`src/rtl/demux_sched_pkg.sv`:
```
// rtl/demux_sched_pkg.sv - shared types, widths and helpers for the demux scheduler
package demux_sched_pkg;

  localparam int DATA_WIDTH = 32;
  localparam int NUM_CH     = 8;
  localparam int SEL_WIDTH  = $clog2(NUM_CH);
  localparam int BURST_MAX  = 16;
  localparam int BLEN_WIDTH = $clog2(BURST_MAX + 1);

  localparam logic MODE_RR    = 1'b0;
  localparam logic MODE_FIXED = 1'b1;

  typedef enum logic [1:0] {
    IDLE   = 2'd0,
    SEARCH = 2'd1,
    BURST  = 2'd2,
    DRAIN  = 2'd3
  } state_t;

  // A zero length still moves one word; anything past BURST_MAX saturates.
  function automatic logic [BLEN_WIDTH-1:0] clamp_blen(input logic [BLEN_WIDTH-1:0] len);
    logic [BLEN_WIDTH-1:0] res;
    res = len;
    if (len == '0) begin
      res = BLEN_WIDTH'(1);
    end else if (len > BLEN_WIDTH'(BURST_MAX)) begin
      res = BLEN_WIDTH'(BURST_MAX);
    end
    return res;
  endfunction

endpackage

```
`src/rtl/demux_scheduler_if.sv`:
```
// rtl/demux_scheduler_if.sv - input stream and per-channel output handshake bundle
interface demux_scheduler_if;
  import demux_sched_pkg::*;

  logic                  in_valid_i;
  logic [DATA_WIDTH-1:0] in_data_i;
  logic                  in_ready_o;
  logic [DATA_WIDTH-1:0] out_data_o;
  logic [SEL_WIDTH-1:0]  selector_o;
  logic [NUM_CH-1:0]     out_valid_o;
  logic [NUM_CH-1:0]     out_ready_i;

  // Scheduler side.
  modport slave (
    input  in_valid_i, in_data_i, out_ready_i,
    output in_ready_o, out_data_o, selector_o, out_valid_o
  );

  // Upstream source plus downstream demux side.
  modport master (
    output in_valid_i, in_data_i, out_ready_i,
    input  in_ready_o, out_data_o, selector_o, out_valid_o
  );

endinterface

```
`src/rtl/rr_pick.sv`:
```
// rtl/rr_pick.sv - combinational round-robin search over unmasked channels
module rr_pick
  import demux_sched_pkg::*;
#(
  parameter int N  = NUM_CH,
  parameter int SW = SEL_WIDTH
) (
  input  logic [N-1:0]  mask_i,
  input  logic [SW-1:0] last_grant_i,
  output logic [SW-1:0] grant_o,
  output logic          found_o
);

  // Walk last_grant+1 .. last_grant+N (mod N); the first unmasked channel wins.
  always_comb begin
    logic [SW-1:0] idx;
    logic          found;
    idx     = '0;
    found   = 1'b0;
    grant_o = '0;
    for (int i = 1; i <= N; i++) begin
      idx = last_grant_i + SW'(i);
      if (!found && !mask_i[idx]) begin
        grant_o = idx;
        found   = 1'b1;
      end
    end
    found_o = found;
  end

endmodule

```
`src/rtl/demux_scheduler.sv`:
```
// rtl/demux_scheduler.sv - burst scheduler driving the 8-channel demux selector and handshakes
module demux_scheduler
  import demux_sched_pkg::*;
(
  input  logic                  clk_i,
  input  logic                  srst_i,
  input  logic                  enable_i,
  input  logic                  mode_i,
  input  logic [SEL_WIDTH-1:0]  fixed_sel_i,
  input  logic [BLEN_WIDTH-1:0] burst_len_i,
  input  logic [NUM_CH-1:0]     ch_mask_i,
  demux_scheduler_if.slave      bus,
  output logic                  burst_done_o,
  output logic                  busy_o,
  output logic                  err_o
);

  state_t                  state_q, state_d;
  logic                    hold_q, hold_d;
  logic [DATA_WIDTH-1:0]   data_q, data_d;
  logic [SEL_WIDTH-1:0]    sel_q, sel_d;
  logic [SEL_WIDTH-1:0]    last_q, last_d;
  logic [BLEN_WIDTH-1:0]   count_q, count_d;
  logic [BLEN_WIDTH-1:0]   blen_q, blen_d;

  logic [SEL_WIDTH-1:0]    rr_grant;
  logic                    rr_found;
  logic [SEL_WIDTH-1:0]    pick_sel;
  logic                    pick_ok;
  logic                    out_rdy;
  logic                    xfer;
  logic                    in_rdy;
  logic                    accept;
  logic                    done_pulse;
  logic                    err_pulse;

  rr_pick #(
    .N  (NUM_CH),
    .SW (SEL_WIDTH)
  ) u_rr_pick (
    .mask_i       (ch_mask_i),
    .last_grant_i (last_q),
    .grant_o      (rr_grant),
    .found_o      (rr_found)
  );

  // Destination candidate for the coming burst, only consumed in SEARCH.
  always_comb begin
    pick_sel = rr_grant;
    pick_ok  = rr_found;
    if (mode_i == MODE_FIXED) begin
      pick_sel = fixed_sel_i;
      pick_ok  = !ch_mask_i[fixed_sel_i];
    end
  end

  // Handshake terms: ready passes straight through so a full pipe never bubbles.
  always_comb begin
    out_rdy = bus.out_ready_i[sel_q];
    xfer    = hold_q && out_rdy;
    in_rdy  = (state_q == BURST) && (!hold_q || out_rdy);
    accept  = in_rdy && bus.in_valid_i;
  end

  // Next-state logic for the burst FSM and the single-entry output register.
  always_comb begin
    state_d    = state_q;
    sel_d      = sel_q;
    last_d     = last_q;
    count_d    = count_q;
    blen_d     = blen_q;
    done_pulse = 1'b0;
    err_pulse  = 1'b0;
    hold_d     = hold_q;
    data_d     = data_q;

    if (accept) begin
      hold_d = 1'b1;
      data_d = bus.in_data_i;
    end else if (xfer) begin
      hold_d = 1'b0;
    end

    case (state_q)
      IDLE: begin
        if (enable_i) begin
          state_d = SEARCH;
        end
      end
      SEARCH: begin
        blen_d = clamp_blen(burst_len_i);
        if (pick_ok) begin
          sel_d   = pick_sel;
          last_d  = pick_sel;
          count_d = '0;
          state_d = BURST;
        end else begin
          err_pulse = 1'b1;
          state_d   = IDLE;
        end
      end
      BURST: begin
        if (accept) begin
          count_d = count_q + BLEN_WIDTH'(1);
          if (count_q == blen_q - BLEN_WIDTH'(1)) begin
            state_d = DRAIN;
          end
        end
      end
      DRAIN: begin
        if (xfer) begin
          done_pulse = 1'b1;
          state_d    = enable_i ? SEARCH : IDLE;
        end
      end
      default: begin
        state_d = IDLE;
      end
    endcase
  end

  // State and datapath registers; reset discards any held word.
  always_ff @(posedge clk_i) begin
    if (srst_i) begin
      state_q <= IDLE;
      hold_q  <= 1'b0;
      data_q  <= '0;
      sel_q   <= '0;
      last_q  <= SEL_WIDTH'(NUM_CH - 1);
      count_q <= '0;
      blen_q  <= BLEN_WIDTH'(1);
    end else begin
      state_q <= state_d;
      hold_q  <= hold_d;
      data_q  <= data_d;
      sel_q   <= sel_d;
      last_q  <= last_d;
      count_q <= count_d;
      blen_q  <= blen_d;
    end
  end

  assign bus.in_ready_o  = in_rdy;
  assign bus.out_data_o  = data_q;
  assign bus.selector_o  = sel_q;
  assign bus.out_valid_o = hold_q ? (NUM_CH'(1) << sel_q) : '0;
  assign burst_done_o    = done_pulse;
  assign err_o           = err_pulse;
  assign busy_o          = (state_q != IDLE);

endmodule

```
`src/flat_wrapper.sv`:
```
// flat-port wrapper written by rule: the top's interface ports become plain ports
module demux_scheduler_flat import demux_sched_pkg::*;
  (clk_i, srst_i, enable_i, mode_i, fixed_sel_i, burst_len_i, ch_mask_i, burst_done_o, busy_o, err_o, bus_in_valid_i, bus_in_data_i, bus_out_ready_i, bus_in_ready_o, bus_out_data_o, bus_selector_o, bus_out_valid_o);
  demux_scheduler_if bus_i ();
  input  logic clk_i;
  input  logic srst_i;
  input  logic enable_i;
  input  logic mode_i;
  input  logic [SEL_WIDTH-1:0] fixed_sel_i;
  input  logic [BLEN_WIDTH-1:0] burst_len_i;
  input  logic [NUM_CH-1:0] ch_mask_i;
  output logic burst_done_o;
  output logic busy_o;
  output logic err_o;
  input wire logic [$bits(bus_i.in_valid_i)-1:0] bus_in_valid_i;
  input wire logic [$bits(bus_i.in_data_i)-1:0] bus_in_data_i;
  input wire logic [$bits(bus_i.out_ready_i)-1:0] bus_out_ready_i;
  output wire logic [$bits(bus_i.in_ready_o)-1:0] bus_in_ready_o;
  output wire logic [$bits(bus_i.out_data_o)-1:0] bus_out_data_o;
  output wire logic [$bits(bus_i.selector_o)-1:0] bus_selector_o;
  output wire logic [$bits(bus_i.out_valid_o)-1:0] bus_out_valid_o;
  assign bus_i.in_valid_i = bus_in_valid_i;
  assign bus_i.in_data_i = bus_in_data_i;
  assign bus_i.out_ready_i = bus_out_ready_i;
  assign bus_in_ready_o = bus_i.in_ready_o;
  assign bus_out_data_o = bus_i.out_data_o;
  assign bus_selector_o = bus_i.selector_o;
  assign bus_out_valid_o = bus_i.out_valid_o;
  demux_scheduler u_core (.clk_i(clk_i), .srst_i(srst_i), .enable_i(enable_i), .mode_i(mode_i), .fixed_sel_i(fixed_sel_i), .burst_len_i(burst_len_i), .ch_mask_i(ch_mask_i), .bus(bus_i), .burst_done_o(burst_done_o), .busy_o(busy_o), .err_o(err_o));
endmodule
```
`config.mk`:
```
export PLATFORM = sky130hd
export DESIGN_NAME = demux_scheduler_flat
export DESIGN_NICKNAME = d
export VERILOG_FILES = /design/src/rtl/demux_sched_pkg.sv /design/src/rtl/demux_scheduler_if.sv /design/src/rtl/rr_pick.sv /design/src/rtl/demux_scheduler.sv /design/src/flat_wrapper.sv
export SDC_FILE = /design/constraint.sdc
export NUM_CORES = 1
export LEC_CHECK = 0
export ABC_AREA = 1
export CAP_MARGIN = 20
export CORE_MARGIN = 1.5
export CORE_UTILIZATION = 46
export CTS_CLUSTER_DIAMETER = 80
export CTS_CLUSTER_SIZE = 8
export DETAILED_ROUTE_END_ITERATION = 7
export PLACE_DENSITY = 0.78
export SYNTH_ARGS = -nofsm -noshare
export SYNTH_HDL_FRONTEND = slang
export SYNTH_SLANG_ARGS = --single-unit
```
`constraint.sdc`:
```
create_clock -name clk_i -period 3.1 [get_ports clk_i]
set_input_delay 0.93 -clock clk_i [delete_from_list [all_inputs] [get_ports clk_i]]
set_output_delay 0.93 -clock clk_i [all_outputs]
set_load 0.02 [all_outputs]
```
==> results.py, run 1 <==
metrics = {
    "cts": {
        "cts.hold.buffers_added": 0,
        "root_buffer": "clkbuf_8",
        "clk_pin_slew_ps": 90,
        "clockBufferDepth": 2,
        "htree_levels": 2,
        "clock_latency_ps": 310,
        "cts_tree": "done",
        "cts.sinks": 51,
        "cts_made_buffers": 5,
    },
    "setup_path": {
        "crit_fanout": 2,
        "crit_required_ps": 2170,
        "cp_cell_sequence": "clkdlybuf4s50_1, nand2_1, nand3_2, nand3b_1, o21ai_2, a21oi_2, buf_6",
        "crit_slowest_cell": "clkdlybuf4s50_1",
        "end_kind": "primary output",
        "max_stage_delay_ps": 460,
        "critPathArrivalTime_ps": 2090,
        "cp-start-kind": "input port",
        "path_buf_inv": 2,
        "worstSetupPathType": "in -> out",
        "cp_top_family": "buffers and inverters",
    },
    "drt": {
        "route.detailed.drc": 0,
        "drtIter0Drc": 190,
        "viasPerCell": 5.25,
        "drt_wl_total_mm": 9.57,
        "drt-wirelength-per-cell_um": 13.8,
        "vias": 3652,
        "dr.pass1.iters": 5,
        "drtAntennaViolNets": 0,
    },
    "die": {
        "die_y_um": 86.2,
        "die_w_um": 86.2,
        "die-area_um2": 7430,
        "boundaryPins": 108,
        "initial_core_util_pct": 47.1,
        "coreArea_um2": 6760,
        "rows": 30,
    },
    "place": {
        "placement.cell_area_um2": 4510,
        "post-place-ws_ps": -825,
        "gp_congestion": 0.913,
        "port_buffers": 107,
        "dpl.hpwl_mm": 7.05,
    },
    "yosys": {
        "ys_ff_latch": 51,
        "synth_edf_count": 0,
        "synthesis.nets": 540,
        "yosys-top-cells-area": "dfxtp_1 32%, nand2_1 13%, nand3_1 12%",
        "yosysSeqAreaShare_pct": 32.1,
        "synth_top_area_cell": "dfxtp_1",
        "yosysUniqueCellTypes": 42,
        "yosysWarnings": 0,
        "yosys_most_used_dff": "dfxtp_1",
        "synth.top_cell.area_share_pct": 32.1,
        "synthArstFlopShare_pct": 0,
        "synth_area_um2": 3180,
        "synthCells": 475,
        "syn_area_per_cell_um2": 6.70,
    },
    "global_route": {
        "grt_pass1_wl_mm": 15.8,
        "grt_antenna_before_repair": 0,
        "grt_max_degree": 33,
        "track_usage_pct": 26.2,
        "grt_pass1_vias": 3498,
        "overflow": 0,
    },
    "power": {
        "p_seq_share_pct": 24.3,
        "p_sw_share_pct": 44.1,
        "p_comb_share_pct": 63.6,
        "p_int_mw": 1.86,
        "p_sw_mw": 1.47,
        "ir_worst_vdd_mv": 0.315,
        "clkPwrFrac_pct": 12.1,
        "leakage_nw": 2.01,
        "p_per_area_nw_per_um2": 688,
    },
    "timing": {
        "setup_slack_ps": 82.4,
        "maxSlewViolCount": 0,
        "hold_ws_ps": 467,
        "min_period_ps": 3020,
        "post-route-period-util_pct": 97.3,
        "timing.final.setup_violations": 0,
        "finalHoldViolations": 0,
        "max_slew.worst_pin.slew_ps": 397,
        "clock_skew_ps": 4.47,
        "slew_headroom_pct": 73.5,
        "max_freq_mhz": 331,
    },
    "hold_path": {
        "hp-class": "reg -> reg",
    },
    "finish": {
        "n_fill_cell": 559,
        "final_area_um2": 4850,
        "diodes": 0,
        "drive_gt1_share_pct": 24.2,
        "syn2layout_area_growth_pct": 52.2,
        "nNetsFinal": 681,
    },
    "flow_run": {
        "cap_violations": 0,
    },
    "status": {
        "outcome": "finished clean",
    },
}
tightest hold or removal path: cells and delay by family (launching register included):
family / cells / cell delay [ps]
and+or+nand+nor: 1 / 60
AOI/OAI and AO/OA: 1 / 50
DFF: 1 / 320
placed cells by master, fill, tap and decap left out, types with 2 or more instances in the layout:
cell / netlist / routed
dfxtp_2: 0 / 2
nand2_4: 4 / 4
nand4_4: 2 / 2
o21ai_0: 8 / 8
nand3_2: 7 / 27
inv_2: 2 / 3
xor2_2: 2 / 2
buf_4: 3 / 45
a21oi_1: 46 / 45
nand3_1: 74 / 54
o22ai_1: 2 / 2
dlygate4sd2_1: 0 / 2
xor2_1: 4 / 4
inv_1: 32 / 31
xnor2_1: 6 / 6
clkdlybuf4s50_1: 0 / 91
clkbuf_8: 0 / 6
nand2_2: 5 / 19
buf_6: 2 / 4
dlymetal6s2s_1: 0 / 2
a21oi_2: 5 / 6
inv_4: 2 / 2
nor2_2: 0 / 2
nand4_1: 4 / 4
buf_2: 4 / 10
ha_4: 0 / 2
and2_4: 0 / 2
o211ai_1: 2 / 2
nor2_4: 2 / 2
nor2_1: 59 / 57
nor3_1: 3 / 3
nand2_1: 113 / 99
dfxtp_1: 51 / 49
ha_1: 4 / 2
kinds of logic after synthesis:
| kind of cell | count (synthesis) | share of synthesized area, % |
|---|---|---|
| AND/OR/NAND/NOR | 279 | 41.4 |
| buffers and inverters | 59 | 8.64 |
| adder cells (fa/ha/maj) | 4 | 1.57 |
| flip-flops | 51 | 32.1 |
| AO/OA/AOI/OAI | 69 | 12.1 |
| XOR/XNOR | 13 | 4.28 |
stage by stage:
| stage | std cells | power (mW) | setup TNS, ps | utilization [%] |
|---|---|---|---|---|
| 2_1_floorplan | 475 | 1.98 | 0 | - |
| 3_3_place_gp | 678 | 2.60 | -1570 | 66.8 |
| 3_5_place_dp | 678 | 2.64 | -1630 | 66.8 |
| 4_1_cts | 689 | 3.19 | -14.3 | 70.5 |
| 5_1_grt | 696 | 3.57 | -26.5 | 71.7 |
| 6_report | 696 | 3.33 | 0 | 71.7 |
final timing paths:
path                                          start  cells past startpoint  slack, ps                                      to
max                              bus_out_ready_i[5]                      7         80                          bus_in_ready_o
min          u_core.bus.out_data_o[25]$_SDFFE_PP0P_                      2        470  u_core.bus.out_data_o[25]$_SDFFE_PP0P_
max reg2reg           u_core.last_q[1]$_SDFFE_PP1P_                     16        710   u_core.bus.selector_o[2]$_SDFFE_PP0P_
min reg2reg  u_core.bus.out_data_o[25]$_SDFFE_PP0P_                      2        470  u_core.bus.out_data_o[25]$_SDFFE_PP0P_
repair_timing:
item | 4_1_cts | 5_1_grt
pin swaps | 7 | 14
gates resized for setup | 72 | 31
setup buffers | 4 | 7
setup endpoints to repair | 3 | 2
cloned | 0 | 0
power by group through the flow:
stage / sequential [mW] / combinational (mW) / clock, mW
after global routing: 0.821 / 2.32 / 0.436
final: 0.809 / 2.12 / 0.404
after CTS: 0.807 / 1.97 / 0.414
after global placement: 0.817 / 1.78 / 0
after detailed placement: 0.820 / 1.82 / 0
after floorplan: 0.859 / 1.13 / 0
Yosys cell counts (2+ instances only):
| cell | n |
|---|---|
| nand2_4 | 4 |
| and2_1 | 2 |
| o22ai_1 | 2 |
| buf_4 | 3 |
| xor2_1 | 4 |
| buf_2 | 4 |
| o211ai_1 | 2 |
| nand2_1 | 113 |
| nand4_4 | 2 |
| nand4_1 | 4 |
| nand2_2 | 5 |
| xnor2_1 | 6 |
| a21oi_2 | 5 |
| nor3_1 | 3 |
| dfxtp_1 | 51 |
| nand3_1 | 74 |
| nor2_1 | 59 |
| inv_1 | 32 |
| clkbuf_1 | 11 |
| nor2_4 | 2 |
| xor2_2 | 2 |
| ha_1 | 4 |
| buf_6 | 2 |
| nand3_2 | 7 |
| inv_4 | 2 |
| a21oi_1 | 46 |
| inv_2 | 2 |
| o21ai_0 | 8 |
routing by layer:
metal  GRT usage (%)  wire length [µm]  share of wire [%]
met5               0                 0                  0
met4            9.09               216                2.3
met3            4.57               462                4.8
met2            46.6              4860                 51
met1            31.9              4040                 42
state kept, by name (all words and copies together) (netlist names), named ones only:
register and cells:
u_core.state_q 1, u_core.bus.selector_o 3, u_core.last_q 3, u_core.bus.out_data_o 32, u_core.hold_q 1, u_core.count_q 5, u_core.blen_q 5
layout make-up:
class	instances	area [µm²]	area share (%)
Tap cell	80	100	2.07
Timing Repair Buffer	155	1410	29.0
Multi-Input combinational cell	365	2080	42.8
Clock inverter	1	8.76	0.181
Inverter	38	149	3.07
Sequential cell	51	1020	21.1
Clock buffer	6	82.6	1.70
(Power assumes the default switching activity.)
==> inputs of run 2 (changes only) <==
--- a/config.mk
+++ b/config.mk
@@ -12,6 +12,7 @@
 export CTS_CLUSTER_DIAMETER = 80
 export CTS_CLUSTER_SIZE = 8
 export DETAILED_ROUTE_END_ITERATION = 7
+export MAX_ROUTING_LAYER = met4
 export PLACE_DENSITY = 0.78
 export SYNTH_ARGS = -nofsm -noshare
 export SYNTH_HDL_FRONTEND = slang
==> results.py, run 2 (synthesis gave the netlist of run 1 again) <==
metrics = {
    "status": {
        "outcome": "finished clean",
    },
    "cts": {
        "clockBufferDepth": 2,
        "cts.sinks": 51,
        "cts_made_buffers": 5,
        "root_buffer": "clkbuf_8",
        "cts.hold.buffers_added": 0,
        "clk_pin_slew_ps": 90,
        "cts_tree": "done",
        "clock_latency_ps": 300,
        "htree_levels": 2,
    },
    "global_route": {
        "grt_util_met3_pct": 4.29,
        "grt_max_degree": 33,
        "grt_pass1_vias": 3447,
        "grt_pass1_wl_mm": 15.6,
        "overflow": 0,
        "busiest_layer": "met2",
        "met2_usage_pct": 46.0,
        "grt_antenna_before_repair": 0,
        "use_met1_pct": 31.9,
        "track_usage_pct": 26.5,
    },
    "power": {
        "p_per_area_nw_per_um2": 690,
        "power_mw": 3.33,
        "ir_worst_vdd_mv": 0.293,
        "leakage_nw": 1.99,
    },
    "die": {
        "initial_core_util_pct": 47.1,
        "die_w_um": 86.2,
        "die-area_um2": 7430,
        "coreArea_um2": 6760,
        "rows": 30,
        "boundaryPins": 108,
        "die_y_um": 86.2,
    },
    "setup_path": {
        "max_stage_delay_ps": 470,
        "r2r_slack_ps": 720,
        "rr_worst_depth": 16,
        "cp-start-kind": "input port",
        "worstSetupPathType": "in -> out",
        "end_kind": "primary output",
        "critPathArrivalTime_ps": 2130,
        "startpoint": "bus_out_ready_i[4]",
        "crit_slowest_cell": "clkdlybuf4s50_1",
        "critPathCapture": "bus_in_ready_o",
        "reg2reg_to": "u_core.bus.selector_o[2]$_SDFFE_PP0P_",
        "crit_fanout": 2,
        "cp_cell_sequence": "clkdlybuf4s50_1, nand2_1, nand3_1, nand3b_1, o21ai_2, a21oi_2, buf_6",
        "crit_required_ps": 2170,
        "reg2reg_from": "u_core.last_q[0]$_SDFFE_PP1P_",
    },
    "timing": {
        "clock_skew_ps": 7.61,
        "hold_ws_ps": 470,
        "timing.final.setup_violations": 0,
        "setup_slack_ps": 39.1,
        "max_slew.worst_pin.slew_ps": 406,
        "finalHoldViolations": 0,
        "maxSlewViolCount": 0,
        "max_freq_mhz": 327,
        "slew_headroom_pct": 72.9,
        "post-route-period-util_pct": 98.7,
        "min_period_ps": 3060,
    },
    "finish": {
        "nNetsFinal": 679,
        "final_area_um2": 4820,
        "n_fill_cell": 569,
        "layout_common_cells": "99 x nand2_1, 92 x clkdlybuf4s50_1, 57 x nor2_1",
        "register_area_um2": 1020,
        "multi_input_area_um2": 2060,
        "diodes": 0,
        "final_common_cell": "nand2_1",
        "syn2layout_area_growth_pct": 51.4,
        "largest_reg_flops": 32,
        "drive_gt1_share_pct": 23.6,
        "finalNonFillerCells": 694,
    },
    "drt": {
        "route.detailed.drc": 0,
        "dr.pass1.iters": 4,
        "drtIter0Drc": 134,
        "viasPerCell": 5.19,
        "drtAntennaViolNets": 0,
        "vias": 3603,
        "drt_wl_total_mm": 9.56,
        "drt-wirelength-per-cell_um": 13.8,
    },
    "hold_path": {
        "hp-start": "u_core.bus.out_data_o[8]$_SDFFE_PP0P_",
        "hp-class": "reg -> reg",
    },
    "place": {
        "dpl.hpwl_mm": 7.06,
        "dp_cells": 678,
        "port_buffers": 107,
        "gp_congestion": 0.923,
        "post-place-ws_ps": -834,
        "placement.cell_area_um2": 4510,
    },
    "flow_run": {
        "cap_violations": 0,
    },
}
[run 2: critical path, delay by kind of cell]
family          cells  cell delay, ps
buf+inv             2             620
compound gates      2             310
simple gates        3             270
[run 2: layer usage]
layer / up-vias / wire, µm
li1: 1827 / -
met1: 1653 / 4020
met2: 106 / 4920
met3: 17 / 459
met4: 0 / 163
met5: - / 0
[run 2: how the worst min path moves through the flow]
stage,cells after the start,to,slack (ps)
2_1_floorplan,2,u_core.blen_q[1]$_SDFFE_PP0P_,450
3_3_place_gp,2,u_core.bus.out_data_o[27]$_SDFFE_PP0P_,450
3_5_place_dp,2,u_core.bus.out_data_o[22]$_SDFFE_PP0P_,460
4_1_cts,2,u_core.bus.out_data_o[22]$_SDFFE_PP0P_,470
5_1_grt,2,u_core.bus.out_data_o[8]$_SDFFE_PP0P_,490
6_report,2,u_core.bus.out_data_o[8]$_SDFFE_PP0P_,470
[run 2: through the flow]
stage               setup TNS (ps)  utilization, %
detailed placement           -1660            66.8
floorplan                        0               -
CTS                              0            70.1
global placement             -1570            66.8
global route                 -47.1            71.4
finish                           0            71.4
[run 2: power breakdown]
group          leakage (nW)  internal [mW]  total [mW]  switching (mW)
registers             0.413          0.740       0.811          0.0713
logic                  1.53          0.934        2.11            1.18
clock network        0.0477          0.180       0.403           0.222
[run 2: area by class of cell]
class / count / area share [%]
well taps: 80 / 2.08
inverters: 38 / 3.14
clock inverters: 1 / 0.182
repair buffers: 153 / 29.0
multi-input cells: 365 / 42.6
flip-flops and latches: 51 / 21.2
clock buffers: 6 / 1.71
[run 2: timing repair]
| action | 4_1_cts | 5_1_grt |
|---|---|---|
| resized for setup | 89 | 13 |
| setup endpoints to repair | 3 | 2 |
| pin swaps | 16 | 7 |
| setup buffers | 4 | 5 |
